## src/rtl/rom_burst_reader.sv

```systemverilog
// Synchronous-read ROM with a burst read engine streaming words over valid/ready.
// A burst is launched by start in IDLE and may optionally wrap at the end of the table.
module rom_burst_reader #(
  parameter int unsigned DATA_W    = 8,
  parameter int unsigned ADDR_W    = 8,
  parameter int unsigned DEPTH     = 11,
  parameter              INIT_FILE = ""
) (
  input  logic              clk,
  input  logic              rst,
  input  logic              start,
  input  logic [ADDR_W-1:0] base_addr,
  input  logic [ADDR_W-1:0] length,
  input  logic              wrap_en,
  output logic              busy,
  output logic              out_valid,
  input  logic              out_ready,
  output logic [DATA_W-1:0] out_data,
  output logic [ADDR_W-1:0] out_addr,
  output logic              out_last,
  output logic              oob_err,
  output logic              done
);

  typedef enum logic [1:0] {IDLE, READ, HOLD, FIN} state_e;

  state_e            state_q, state_d;
  logic [ADDR_W-1:0] addr_q, addr_d;
  logic [ADDR_W-1:0] rem_q, rem_d;
  logic              wrap_q, wrap_d;
  logic              valid_q, valid_d;
  logic [DATA_W-1:0] data_q, data_d;
  logic [ADDR_W-1:0] oaddr_q, oaddr_d;
  logic              last_q, last_d;
  logic              oob_q, oob_d;
  logic [ADDR_W-1:0] next_addr;
  logic              handshake;

  logic [DATA_W-1:0] rom [DEPTH];

  function automatic logic [DATA_W-1:0] builtin_word(input int unsigned i);
    if (i <= 8)       return DATA_W'(90 - 10 * i);
    else if (i == 9)  return DATA_W'(100);
    else if (i == 10) return DATA_W'(101);
    else              return '0;
  endfunction

  always_comb begin
    for (int unsigned i = 0; i < DEPTH; i++) rom[i] = builtin_word(i);
  end

  // Out-of-range addresses read as zero rather than indexing past the table.
  function automatic logic [DATA_W-1:0] rom_word(input logic [ADDR_W-1:0] a);
    logic [DATA_W-1:0] w;
    w = '0;
    for (int unsigned i = 0; i < DEPTH; i++) begin
      if (a == ADDR_W'(i)) w = rom[i];
    end
    return w;
  endfunction

  function automatic logic is_oob(input logic [ADDR_W-1:0] a);
    return {1'b0, a} >= (ADDR_W + 1)'(DEPTH);
  endfunction

  assign handshake = valid_q & out_ready;

  always_ff @(posedge clk) begin
    if (rst) begin
      state_q <= IDLE;
      addr_q  <= '0;
      rem_q   <= '0;
      wrap_q  <= 1'b0;
      valid_q <= 1'b0;
      data_q  <= '0;
      oaddr_q <= '0;
      last_q  <= 1'b0;
      oob_q   <= 1'b0;
    end else begin
      state_q <= state_d;
      addr_q  <= addr_d;
      rem_q   <= rem_d;
      wrap_q  <= wrap_d;
      valid_q <= valid_d;
      data_q  <= data_d;
      oaddr_q <= oaddr_d;
      last_q  <= last_d;
      oob_q   <= oob_d;
    end
  end

  always_comb begin
    state_d = state_q;
    unique case (state_q)
      IDLE: if (start) state_d = (length != '0) ? READ : FIN;
      READ: state_d = HOLD;
      HOLD: if (handshake && last_q) state_d = FIN;
      FIN:  state_d = IDLE;
      default: state_d = IDLE;
    endcase
  end

  // In HOLD the next word is read on the same edge that retires the current beat,
  // so a consumer holding out_ready high sees one word per cycle.
  always_comb begin
    addr_d  = addr_q;
    rem_d   = rem_q;
    wrap_d  = wrap_q;
    valid_d = valid_q;
    data_d  = data_q;
    oaddr_d = oaddr_q;
    last_d  = last_q;
    oob_d   = oob_q;
    busy    = (state_q == READ) || (state_q == HOLD);
    done    = (state_q == FIN);

    if (wrap_q && (addr_q == ADDR_W'(DEPTH - 1))) next_addr = '0;
    else                                          next_addr = addr_q + ADDR_W'(1);

    unique case (state_q)
      IDLE: begin
        if (start) begin
          addr_d = base_addr;
          rem_d  = length;
          wrap_d = wrap_en;
          oob_d  = 1'b0;
        end
      end
      READ: begin
        data_d  = rom_word(addr_q);
        oaddr_d = addr_q;
        last_d  = (rem_q == ADDR_W'(1));
        valid_d = 1'b1;
        if (is_oob(addr_q)) oob_d = 1'b1;
      end
      HOLD: begin
        if (handshake) begin
          if (last_q) begin
            valid_d = 1'b0;
          end else begin
            rem_d   = rem_q - ADDR_W'(1);
            addr_d  = next_addr;
            data_d  = rom_word(next_addr);
            oaddr_d = next_addr;
            last_d  = (rem_q == ADDR_W'(2));
            if (is_oob(next_addr)) oob_d = 1'b1;
          end
        end
      end
      default: ;
    endcase
  end

  assign out_valid = valid_q;
  assign out_data  = data_q;
  assign out_addr  = oaddr_q;
  assign out_last  = last_q;
  assign oob_err   = oob_q;

endmodule
```

## config.mk

```make
export PLATFORM = sky130hd
export DESIGN_NAME = rom_burst_reader
export DESIGN_NICKNAME = d
export VERILOG_FILES = /design/src/rtl/rom_burst_reader.sv
export SDC_FILE = /design/constraint.sdc
export NUM_CORES = 1
export LEC_CHECK = 0
export CORE_UTILIZATION = 50
export DETAILED_ROUTE_END_ITERATION = 8
export GPL_ROUTABILITY_DRIVEN = 0
export PLACE_DENSITY = 0.75
export SYNTH_ARGS = -nofsm -noshare
export SYNTH_HDL_FRONTEND = slang
export SYNTH_SLANG_ARGS = --single-unit
```

## constraint.sdc

```tcl
create_clock -name clk -period 6 [get_ports clk]
set_input_delay 1.2 -clock clk [delete_from_list [all_inputs] [get_ports clk]]
set_output_delay 1.2 -clock clk [all_outputs]
set_load 0.05 [all_outputs]
```

==> key figures, run 1 <==
Power and ir drop
  – Comb power frac: 64.8%
  – Max IR drop VDD: 0.000351 V
  – P_sw: 1.06 mW
  – Power Internal: 0.940 mW
  – Overall Power: 2.00 mW
  – Switching share of power: 52.9%
  – Sequential Power Share: 24.0%
  – Leak: 1.10 nW
  – Cell Pwr Density: 627 nW/µm²
  – Clock network fraction of design power: 11.2%

Die
  – Ports: 42
  – Row Count: 26
  – Die Width: 76.3 µm
  – Die ar.: 5820 µm²
  – Initial Util: 53.0%
  – Core area: 5200 µm²
  – Die H: 76.3 µm

CTS
  – Post-CTS Hold Fix Bufs: 0
  – Clk_lat worst skew: 0.30 ns
  – Clock Tree Buf Depth: 2
  – Post-CTS Resized: 0
  – # H-tree levels: 2
  – Num CTS Buffers: 5
  – Clk slew on worst S/H paths: 0.08 ns
  – Sink Count: 37
  – TritonCTS clock tree: built
  – CTS root buf: clkbuf_8
  – Postcts setup bufs: 0

Logic synthesis
  – Library cells used by synthesis: 63
  – Post-synthesis sequential area ratio: 26.9%
  – Syn_area_per_cell: 7.58 µm²
  – Synth top area share: 26.9%
  – Yosys reg bits: 37
  – Post-synth EDFFs: 0
  – Net Count, Synth: 396
  – Main synth FF type: dfxtp_1
  – Yosys top cell by area: dfxtp_1
  – Ys Warns: 0
  – Post-Syn Area: 2760 µm²
  – Area contributors post-synth: dfxtp_1, nor2_1, a21oi_1, nand2_1, ha_1
  – Post-synthesis async set-or-reset flop share: 0%
  – Most common cell in the netlist: nor2_1
  – Gate Count Post-Synth: 364
  – Most common library cells after synthesis: nor2_1, dfxtp_1, nand2_1

Critical path
  – CP endpoint kind: output port
  – CP Data Required Time: 4.80 ns
  – Startpoint Class: flop
  – CP arrival: 1.89 ns
  – Crit Path Category: reg2out
  – Max FO, Critical Path: 4

STA
  – RSZ-0062 raised after global routing: no
  – Final Max Slew Viols: 0
  – Relative slew slack: 44.6%
  – Final hold vios: 0
  – Max Clock Skew: 0.0152 ns
  – Tmin final: 3.09 ns
  – Fmax: 324 MHz
  – TNS Setup: 0 ns
  – Period Utilization, post-route: 51.5%
  – Worst hold slack: 0.465 ns
  – Worst Max-Slew Pin Slew: 0.830 ns
  – Final setup violation count: 0

Global route
  – Grt total ovfl: 0
  – First-pass GRT wire length: 12,000 µm
  – Largest net degree at the start of global routing: 40
  – Initial antenna violation count: 0
  – Vias in the first global route: 2,526
  – Total track usage: 24.9%

Cells and area
  – Final nets: 416
  – Number of diodes: 0
  – Share of cells above drive strength 1: 5.71%
  – Area grow syn2layout: 15.4%
  – Fill count: 484
  – Non-filler cells, final: 455

Route
  – Vias per cell: 6.18
  – Initial DRC count: 394
  – Drt pass-1 iters: 5
  – DRC: 0
  – DRT antenna net count: 0
  – Vias: 2,813
  – Avg WL per Cell: 15.6 µm
  – Total Wirelength: 7110 µm

Min path
  – Hold Path Class: reg2reg

Flow run
  – Max cap viols: 0

Status
  – Status: finished, final reports clean

Place
  – DP Cell Count: 447
  – Port bufs: 40
  – Final HPWL DP: 4890 µm
[critical path, cell delays in order (launching register included)]
cell and delay (ns):
dfxtp_1 0.39, inv_1 0.08, ha_1 0.32, clkdlybuf4s50_1 0.81
[registers in the layout, indices dropped and copies added, names as in the netlist]
register	flops
out_last	1
state_q	2
oob_err	1
rem_q	8
wrap_q	1
out_data	7
out_valid	1
addr_q	8
out_addr	8
[metal layers]
layer	global-route usage, %	routed length (µm)
met1	34.4	3340
met2	40.3	3250
met3	4.67	440
met4	5.00	76
met5	0	0
[path summary, 6_finish.rpt]
path / slack [ns] / startpoint / depth (start not counted) / to
setup / recovery: 2.91 / state_q[0] / 3 / busy
hold / removal: 0.47 / out_addr[3] / 2 / out_addr[3]
setup reg to reg: 3.28 / addr_q[0] / 6 / addr_q[1]
hold reg to reg: 0.47 / out_addr[3] / 2 / out_addr[3]
[through the flow]
| step | util [%] | area, µm² | setup WS, ns |
|---|---|---|---|
| CTS | 61.1 | 3180 | 2.90 |
| floorplan | - | 2760 | 3.60 |
| detailed placement | 58.9 | 3070 | 2.93 |
| global placement | 58.9 | 3070 | 3.03 |
| finish | 61.1 | 3180 | 2.91 |
| global route | 61.1 | 3180 | 2.83 |
[cell families (layout without fill, tap and decap cells)]
kind of cell,count (synthesis),count (layout),synth area share (%)
simple gates,144,144,26.0
compound gates,123,123,30.8
buf+inv,41,62,8.94
flops,37,37,26.9
fa+ha+maj,12,12,5.35
xor+xnor,4,4,1.27
mux,2,2,0.726
other cells,1,1,0.136
[cell usage in the layout (no fill, tap or decap), types with 9 or more instances in the layout]
| cell | netlist | layout |
|---|---|---|
| inv_1 | 10 | 10 |
| nand2_1 | 37 | 37 |
| dfxtp_1 | 37 | 37 |
| a211oi_1 | 13 | 13 |
| clkdlybuf4s50_1 | 0 | 40 |
| nor3_1 | 10 | 10 |
| nor2b_1 | 10 | 10 |
| a21oi_1 | 31 | 31 |
| o21ai_0 | 18 | 18 |
| nand2b_1 | 9 | 9 |
| nor2_1 | 43 | 43 |
| ha_1 | 11 | 11 |
| nand3_1 | 9 | 9 |
[power groups by stage]
stage / clock, mW / sequential (mW) / combinational (mW)
after detailed placement: 0 / 0.480 / 1.27
after global routing: 0.242 / 0.497 / 1.41
after global placement: 0 / 0.479 / 1.26
after CTS: 0.225 / 0.476 / 1.28
final: 0.223 / 0.479 / 1.29
after floorplan: 0 / 0.578 / 0.913
[cell type report]
| type | count | area, µm² | area share, % |
|---|---|---|---|
| Sequential cell | 37 | 741 | 23.3 |
| Tap cell | 70 | 87.6 | 2.75 |
| Multi-Input combinational cell | 286 | 1770 | 55.6 |
| Clock buffer | 5 | 68.8 | 2.16 |
| Timing Repair Buffer | 44 | 430 | 13.5 |
| Inverter | 10 | 37.5 | 1.18 |
| Clock inverter | 3 | 46.3 | 1.45 |
(Power assumes the default switching activity.)
==> inputs of run 2 (changes only) <==
clock period = 3 ns   (was 6 ns; I/O delays follow)
==> run 2 against run 1 <==
  * Power increased by 110%
  * Worst hold slack improved by 0.0034 ns
  * Via count increased by 3.6%
  * Die area unchanged
  * Global-route usage increased by 1.8 points
  * Register-to-register slack got worse by 2.8 ns
  * Worst setup slack got worse by 2.5 ns
  * Routed wire length increased by 5.4%
  * Count of clock-buffer cells in the layout unchanged
  * Highest routed layer unchanged
==> key figures, run 2 (synthesis gave the netlist of run 1 again) <==
Min path
  – Hold Path Class: reg2reg

Route
  – DRT antenna net count: 0
  – DRC: 0
  – Avg WL per Cell: 16.2 µm
  – Vias per cell: 6.30
  – Initial DRC count: 463
  – Total Wirelength: 7490 µm
  – Drt pass-1 iters: 6
  – Vias: 2,915

Power and ir drop
  – Cell Pwr Density: 1280 nW/µm²
  – Leak: 1.16 nW
  – Max IR drop VDD: 0.000833 V

Cells and area
  – Reg area: 741 µm²
  – Final nets: 424
  – Most frequent cells in the layout: nor2_1, clkdlybuf4s50_1, nand2_1, dfxtp_1, a21oi_1
  – Non-filler cells, final: 463
  – Number of diodes: 0
  – Design area: 3260 µm²
  – Area grow syn2layout: 18.4%
  – Share of cells above drive strength 1: 7.63%
  – Fill count: 499
  – Multi-input logic area: 1770 µm²
  – Most common cell after layout, fill and taps aside: nor2_1

CTS
  – Sink Count: 37
  – TritonCTS clock tree: built
  – Post-CTS Hold Fix Bufs: 0
  – Clk slew on worst S/H paths: 0.08 ns
  – Post-CTS Resized: 0
  – Postcts setup bufs: 0
  – Clk_lat worst skew: 0.30 ns
  – Num CTS Buffers: 5
  – # H-tree levels: 2
  – CTS root buf: clkbuf_8
  – Clock Tree Buf Depth: 2

Global route
  – Vias in the first global route: 2,637
  – Grt total ovfl: 0
  – Grt peak-use layer: met2
  – First-pass GRT wire length: 12,600 µm
  – Met3 usage: 5.27%
  – Grt met2 use: 42.5%
  – Initial antenna violation count: 0
  – GR Util met1: 35.8%
  – Total track usage: 26.6%
  – Largest net degree at the start of global routing: 36

Place
  – Port bufs: 40
  – Placed Area: 3130 µm²
  – Place WS: 0.538 ns
  – DP Cell Count: 455
  – Final HPWL DP: 5300 µm

Die
  – Core area: 5200 µm²
  – Ports: 42
  – Die ar.: 5820 µm²
  – Die Width: 76.3 µm
  – Row Count: 26
  – Die H: 76.3 µm
  – Initial Util: 53.0%

STA
  – RSZ-0062 raised after global routing: no
  – Max Clock Skew: 0.00907 ns
  – TNS Setup: 0 ns
  – Final setup violation count: 0
  – Final Max Slew Viols: 0
  – Worst hold slack: 0.468 ns
  – Worst Max-Slew Pin Slew: 0.729 ns
  – Relative slew slack: 51.4%
  – Setup ws final: 0.443 ns
  – Period Utilization, post-route: 85.2%
  – Tmin final: 2.56 ns
  – Final hold vios: 0
  – Fmax: 391 MHz

Critical path
  – Register-to-register setup slack: 0.44 ns
  – CP arrival: 2.76 ns
  – Crit Path Category: reg2reg
  – CP Data Required Time: 3.20 ns
  – Startpoint Class: flop
  – CP endpoint kind: flop
  – Max FO, Critical Path: 12

Status
  – Status: finished, final reports clean

Flow run
  – Max cap viols: 0
## run 2: cell count changes in the layout (fill, tap and decap cells not counted), sizes merged
cell,before,now
buf,4,12
bufinv,1,2
clkinv,1,0
clkinvlp,1,0
inv,10,11
## run 2: through the flow
stage	util (%)	total power, mW
6_report	62.7	4.18
4_1_cts	62.7	4.14
5_1_grt	62.7	4.49
2_1_floorplan	-	2.98
3_3_place_gp	60.1	3.55
3_5_place_dp	60.1	3.59
## run 2: critical path, cell delays in order (launching register included)
cell      delay, ns
dfxtp_1        0.46
inv_1          0.21
ha_1           0.40
and4b_1        0.30
a21oi_1        0.61
nand2_1        0.18
a311oi_1       0.30
## run 2: metal layers
metal | part of all wire [%] | up-vias
met1 | 44 | 1345
li1 | - | 1384
met3 | 8.3 | 24
met2 | 46 | 162
met5 | 0 | -
met4 | 1.6 | 0
## run 2: area by class of cell
cell class                 instances  share of cell area [%]
multi-input combinational        286                    54.2
sequential                        37                    22.7
timing repair buffer              52                    15.0
tap                               70                    2.68
clock buffer                       5                    2.11
clock inverter                     3                    2.11
inverter                          10                    1.15
## run 2: final timing paths
kind	from	to	depth (start not counted)
max reg2reg	addr_q[0]	out_addr[0]	6
max	addr_q[0]	out_addr[0]	6
min	out_addr[3]	out_addr[3]	2
min reg2reg	out_addr[3]	out_addr[3]	2
## run 2: power breakdown
group | switching (mW) | internal (mW)
logic | 1.72 | 0.994
registers | 0.252 | 0.691
clock network | 0.194 | 0.335
total | 2.16 | 2.02
